`src/rtl/instruction_fetch.sv`:
```
// instruction_fetch: owns the program counter, addresses the combinational
// instruction ROM and latches the returned 9-bit word for decode.
// Handles stall, branch redirect with a one-bubble squash, halt on a halt
// opcode or an external request, and restart via start.
// Optional macro FETCH_COUNT_EN adds a saturating 16-bit fetch counter output.
module instruction_fetch #(
    parameter logic [7:0] RESET_PC    = 8'd0,
    parameter logic [3:0] HALT_OPCODE = 4'b1111
) (
    input  logic        clk,
    input  logic        rst_n,
    input  logic        start,
    input  logic        stall,
    input  logic        branch_taken,
    input  logic [7:0]  branch_target,
    input  logic        halt_req,
    output logic [7:0]  rom_address,
    input  logic [8:0]  rom_instruction,
    output logic [8:0]  instr_out,
    output logic        instr_valid,
    output logic [7:0]  instr_pc,
    output logic        done
`ifdef FETCH_COUNT_EN
    ,
    output logic [15:0] fetch_count
`endif
);

    typedef enum logic [1:0] {
        ST_IDLE,
        ST_FETCH,
        ST_HALTED
    } state_t;

    state_t      state_q, state_d;
    logic [7:0]  pc_q, pc_d;
    logic [8:0]  instr_q, instr_d;
    logic [7:0]  ipc_q, ipc_d;
    logic        valid_q, valid_d;
    logic        done_q, done_d;
    logic        is_halt_op;
`ifdef FETCH_COUNT_EN
    logic [15:0] count_q, count_d;
`endif

    // The ROM answers combinationally, so the address is simply the PC.
    assign rom_address = pc_q;
    assign instr_out   = instr_q;
    assign instr_valid = valid_q;
    assign instr_pc    = ipc_q;
    assign done        = done_q;
`ifdef FETCH_COUNT_EN
    assign fetch_count = count_q;
`endif

    assign is_halt_op = (rom_instruction[8:5] == HALT_OPCODE);

    // Next-state and next-output computation; FETCH priority is
    // halt_req > branch_taken > stall > normal fetch.
    always_comb begin
        state_d = state_q;
        pc_d    = pc_q;
        instr_d = instr_q;
        ipc_d   = ipc_q;
        valid_d = valid_q;
        done_d  = done_q;
`ifdef FETCH_COUNT_EN
        count_d = count_q;
`endif
        unique case (state_q)
            ST_IDLE, ST_HALTED: begin
                if (start) begin
                    state_d = ST_FETCH;
                    pc_d    = RESET_PC;
                    valid_d = 1'b0;
                    done_d  = 1'b0;
`ifdef FETCH_COUNT_EN
                    count_d = '0;
`endif
                end else if (state_q == ST_HALTED) begin
                    // done rises on the first edge spent in HALTED.
                    valid_d = 1'b0;
                    done_d  = 1'b1;
                end
            end
            ST_FETCH: begin
                if (halt_req) begin
                    state_d = ST_HALTED;
                    valid_d = 1'b0;
                end else if (branch_taken) begin
                    // Squash the wrong-path word; instr_out keeps its value.
                    pc_d    = branch_target;
                    valid_d = 1'b0;
                end else if (!stall) begin
                    instr_d = rom_instruction;
                    ipc_d   = pc_q;
                    valid_d = 1'b1;
`ifdef FETCH_COUNT_EN
                    if (count_q != '1) begin
                        count_d = count_q + 16'd1;
                    end
`endif
                    // The halt word is delivered valid but the PC stays on it.
                    if (is_halt_op) begin
                        state_d = ST_HALTED;
                    end else begin
                        pc_d = pc_q + 8'd1;
                    end
                end
            end
            default: begin
                state_d = ST_IDLE;
            end
        endcase
    end

    // State and registered outputs, asynchronously cleared.
    always_ff @(posedge clk or negedge rst_n) begin
        if (!rst_n) begin
            state_q <= ST_IDLE;
            pc_q    <= RESET_PC;
            instr_q <= '0;
            ipc_q   <= '0;
            valid_q <= 1'b0;
            done_q  <= 1'b0;
`ifdef FETCH_COUNT_EN
            count_q <= '0;
`endif
        end else begin
            state_q <= state_d;
            pc_q    <= pc_d;
            instr_q <= instr_d;
            ipc_q   <= ipc_d;
            valid_q <= valid_d;
            done_q  <= done_d;
`ifdef FETCH_COUNT_EN
            count_q <= count_d;
`endif
        end
    end

endmodule

```
`config.mk`:
```
export PLATFORM = sky130hd
export DESIGN_NAME = instruction_fetch
export DESIGN_NICKNAME = d
export VERILOG_FILES = /design/src/rtl/instruction_fetch.sv
export SDC_FILE = /design/constraint.sdc
export NUM_CORES = 1
export LEC_CHECK = 0
export ABC_AREA = 1
export CAP_MARGIN = 5
export CORE_AREA = 2 2 59 61
export DETAILED_ROUTE_END_ITERATION = 16
export DIE_AREA = 0 0 61 63
export PLACE_DENSITY_LB_ADDON = 0.3
export SETUP_SLACK_MARGIN = 0.15
export SLEW_MARGIN = 20
export SYNTH_ARGS = -nofsm -noshare
export SYNTH_HDL_FRONTEND = slang
export SYNTH_SLANG_ARGS = --single-unit
```
`constraint.sdc`:
```
create_clock -name clk -period 3.13 [get_ports clk]
set_clock_uncertainty 0.2 [all_clocks]
set_input_delay 0.626 -clock clk [delete_from_list [all_inputs] [get_ports clk]]
set_output_delay 0.626 -clock clk [all_outputs]
set_load 0.01 [all_outputs]
```
==> flow_summary.yaml <==
final_layout:
  area_delta_synth_final_pct: 37.9
  fillCellCount: 286
  fin_nets: 251
  n_antenna_cell: 0
  drive_above_1_share_pct: 17.2
synth:
  yosys.area.top_type: "dfrtp_1"
  synthTopCellsByArea: "dfrtp_1 (48%), nand2_1 (13%), o21ai_2 (9.9%)"
  synth_top_area_share_pct: 48.1
  yosys_warnings: 0
  syn-cell-area_mm2: 0.00151
  ys_ff_latch: 29
  syn_inst: 174
  synth_cell_types: 24
  yosysSeqAreaShare_pct: 48.1
  syn-mean-instance-area_um2: 8.67
  syn_nets: 198
critical_path:
  regToRegStartpoint: "state_q[1]"
  worstSetupStartpoint: "branch_taken"
  cp_max_fo: 35
  start_kind: "primary input"
  required_ns: 3.13
  r2r_end: "instr_pc[7]"
  r2r_cells: 4
  critPathCaptureType: "register"
  critPathKind: "in2reg"
  cp.arrival_ns: 2.26
  ff2ff_setup_slack_ns: 1.36
route:
  drtIter0Drc: 68
  num_vias: 1264
  dr.pass1.iters: 4
  wl_per_cell_um: 11.2
  ant_nets: 0
  drt_drc_violations_left: 0
  avgViaCountPerCell: 4.63
  drt-total-wl_um: 3060
sta:
  relSlewSlack_pct: 59.7
  slew_viol_final: 0
  rsz0062_at_grt: "false"
  worst_pin_slew_ns: 0.604
  max_freq_mhz: 442
  finalCritPeriodShare_pct: 72.2
  worst_hold_slack_ns: 0.284
  setup_viol: 0
  hold_violations: 0
  fin_crit_ns: 2.26
  final.setup.tns_ns: 0
power:
  p_clk_share_pct: 13.9
  p_leak_uw: 0.000958
  p_int_uw: 1030
  p_sw_share_pct: 36.1
  ir_worst_vdd_v: 0.000445
  combPwrFrac_pct: 46.0
  seq_power_share_pct: 40.1
  p_per_area_mw_per_mm2: 774
  p_switching_uw: 581
worst_hold_path:
  holdPathStages: 2
  worstHoldEndpoint: "instr_out[0]"
  hp-class: "reg2reg"
  min_from: "instr_out[0]"
placement:
  place.gp.congestion: 0.802
  place_hpwl_um: 2260
  port_buffers: 49
clock_network:
  cts_setup_buffers: 0
  root_buffer: "clkbuf_4"
  worstSkewPairLatency_ns: 0.32
  ctsResizeCount: 0
  cts_tree: "built"
  postCtsHoldBufs: 0
  htreeDepth: 2
  cts_num_sinks: 29
  cts_inserted_buffers: 5
  clkTransAtPathRegs_ns: 0.08
  clock_path_buffers: 2
status:
  status: "finished, final reports clean"
run:
  maxCapViolCount: 0
floorplanning:
  core_mm2: 0.00323
  dieWidth_um: 61
  die_area_mm2: 0.00384
  start_util_pct: 46.7
  die_h_um: 63
  fp-row-count: 21
  io-pin-count: 50
global_routing:
  grt_pass1_wl_um: 5310
  grt_pass1_vias: 1227
  grt_usage_pct: 18.4
  grt_max_degree: 36
  grt_overflow: 0
  grt_antenna_before_repair: 0
cell usage after synthesis:
library cell,n
inv_1,21
buf_6,3
o21ai_2,17
a21oi_1,1
nand2_2,5
o22ai_1,1
a31o_1,1
or2_2,2
o21ai_1,7
nand4_4,1
ha_1,1
mux2i_1,1
buf_2,1
nand3_4,1
nand3_1,8
o21ai_0,7
nand2_4,1
nand2_1,51
nor2_8,1
o21a_1,1
nor2_1,8
dfrtp_1,29
inv_2,4
nand4_1,1
per-layer routing:
metal | vias to the layer above | routed length [µm] | global-route usage, %
met1 | 561 | 1400 | 24.3
met2 | 40 | 1430 | 28.4
met3 | 7 | 169 | 4.55
met4 | 0 | 59 | 7.34
li1 | 656 | - | -
met5 | - | 0 | 0
flip-flops by register name, indices dropped and copies added, names as in the netlist:
| name | count |
|---|---|
| rom_address | 8 |
| instr_out | 9 |
| instr_pc | 8 |
| done | 1 |
| state_q | 2 |
| instr_valid | 1 |
cells in the final DEF, fill, tap and decap left out:
cell type / synthesis / routed
nor2_8: 1 / 1
nor2_1: 8 / 8
inv_1: 21 / 21
nand2_2: 5 / 5
o21ai_2: 17 / 17
or2_2: 2 / 2
ha_1: 1 / 1
mux2i_1: 1 / 1
a31o_1: 1 / 1
inv_2: 4 / 4
o22ai_1: 1 / 1
buf_4: 0 / 1
nand4_4: 1 / 1
o21ai_1: 7 / 7
nand2_1: 51 / 51
o21a_1: 1 / 1
clkdlybuf4s50_1: 0 / 49
nand2_4: 1 / 1
dfrtp_1: 29 / 29
nand3_4: 1 / 1
a21oi_1: 1 / 1
clkbuf_4: 0 / 5
nand3_1: 8 / 8
o21ai_0: 7 / 7
clkbuf_8: 0 / 1
nand4_1: 1 / 1
clkbuf_1: 0 / 1
logic make-up (layout without fill, tap and decap cells):
| logic type | count (synthesis) | in the layout | synth area share [%] |
|---|---|---|---|
| AOI/OAI and AO/OA | 35 | 35 | 16.3 |
| adders and majority gates | 1 | 1 | 0.829 |
| buffers and inverters | 29 | 82 | 8.79 |
| DFF | 29 | 29 | 48.1 |
| muxes | 1 | 1 | 0.663 |
| and+or+nand+nor | 79 | 79 | 25.3 |
cell type report:
class / count / area, µm² / area share [%]
Sequential cell: 29 / 726 / 34.9
Clock buffer: 7 / 55.1 / 2.65
Tap cell: 46 / 57.6 / 2.77
Timing Repair Buffer: 50 / 498 / 23.9
Inverter: 25 / 93.8 / 4.51
Multi-Input combinational cell: 116 / 651 / 31.3
how the worst max path moves through the flow:
stage / endpoint / slack [ns] / cells after the start
2_1_floorplan: rom_address[5] / 1.63 / 7
3_3_place_gp: instr_pc[1] / 0.57 / 5
3_5_place_dp: instr_pc[7] / 0.51 / 5
4_1_cts: instr_pc[7] / 0.86 / 5
5_1_grt: instr_pc[2] / 0.70 / 5
6_report: instr_pc[7] / 0.87 / 5
worst max-delay path, stage by stage:
cell and delay, ns:
clkdlybuf4s50_1 0.52, inv_2 0.26, nand4_4 0.53, nand2_1 0.24
o21ai_2 0.07
through the flow:
| stage | instance area (µm²) | cells | total power, µW | worst slack (ns) | utilization [%] |
|---|---|---|---|---|---|
| 2_1_floorplan | 1510 | 174 | 1020 | 1.63 | - |
| 3_3_place_gp | 2030 | 266 | 1390 | 0.569 | 62.7 |
| 3_5_place_dp | 2030 | 266 | 1400 | 0.512 | 62.7 |
| 4_1_cts | 2080 | 273 | 1630 | 0.863 | 64.4 |
| 5_1_grt | 2080 | 273 | 1740 | 0.704 | 64.4 |
| 6_report | 2080 | 273 | 1610 | 0.870 | 64.4 |
power groups by stage:
stage | Sequential, µW | Clock, µW | Combinational [µW]
floorplan | 704 | 0 | 319
global placement | 652 | 0 | 734
detailed placement | 652 | 0 | 749
CTS | 646 | 234 | 752
global route | 667 | 251 | 819
finish | 646 | 223 | 741
Note: power is estimated with default switching activity, not from simulation.
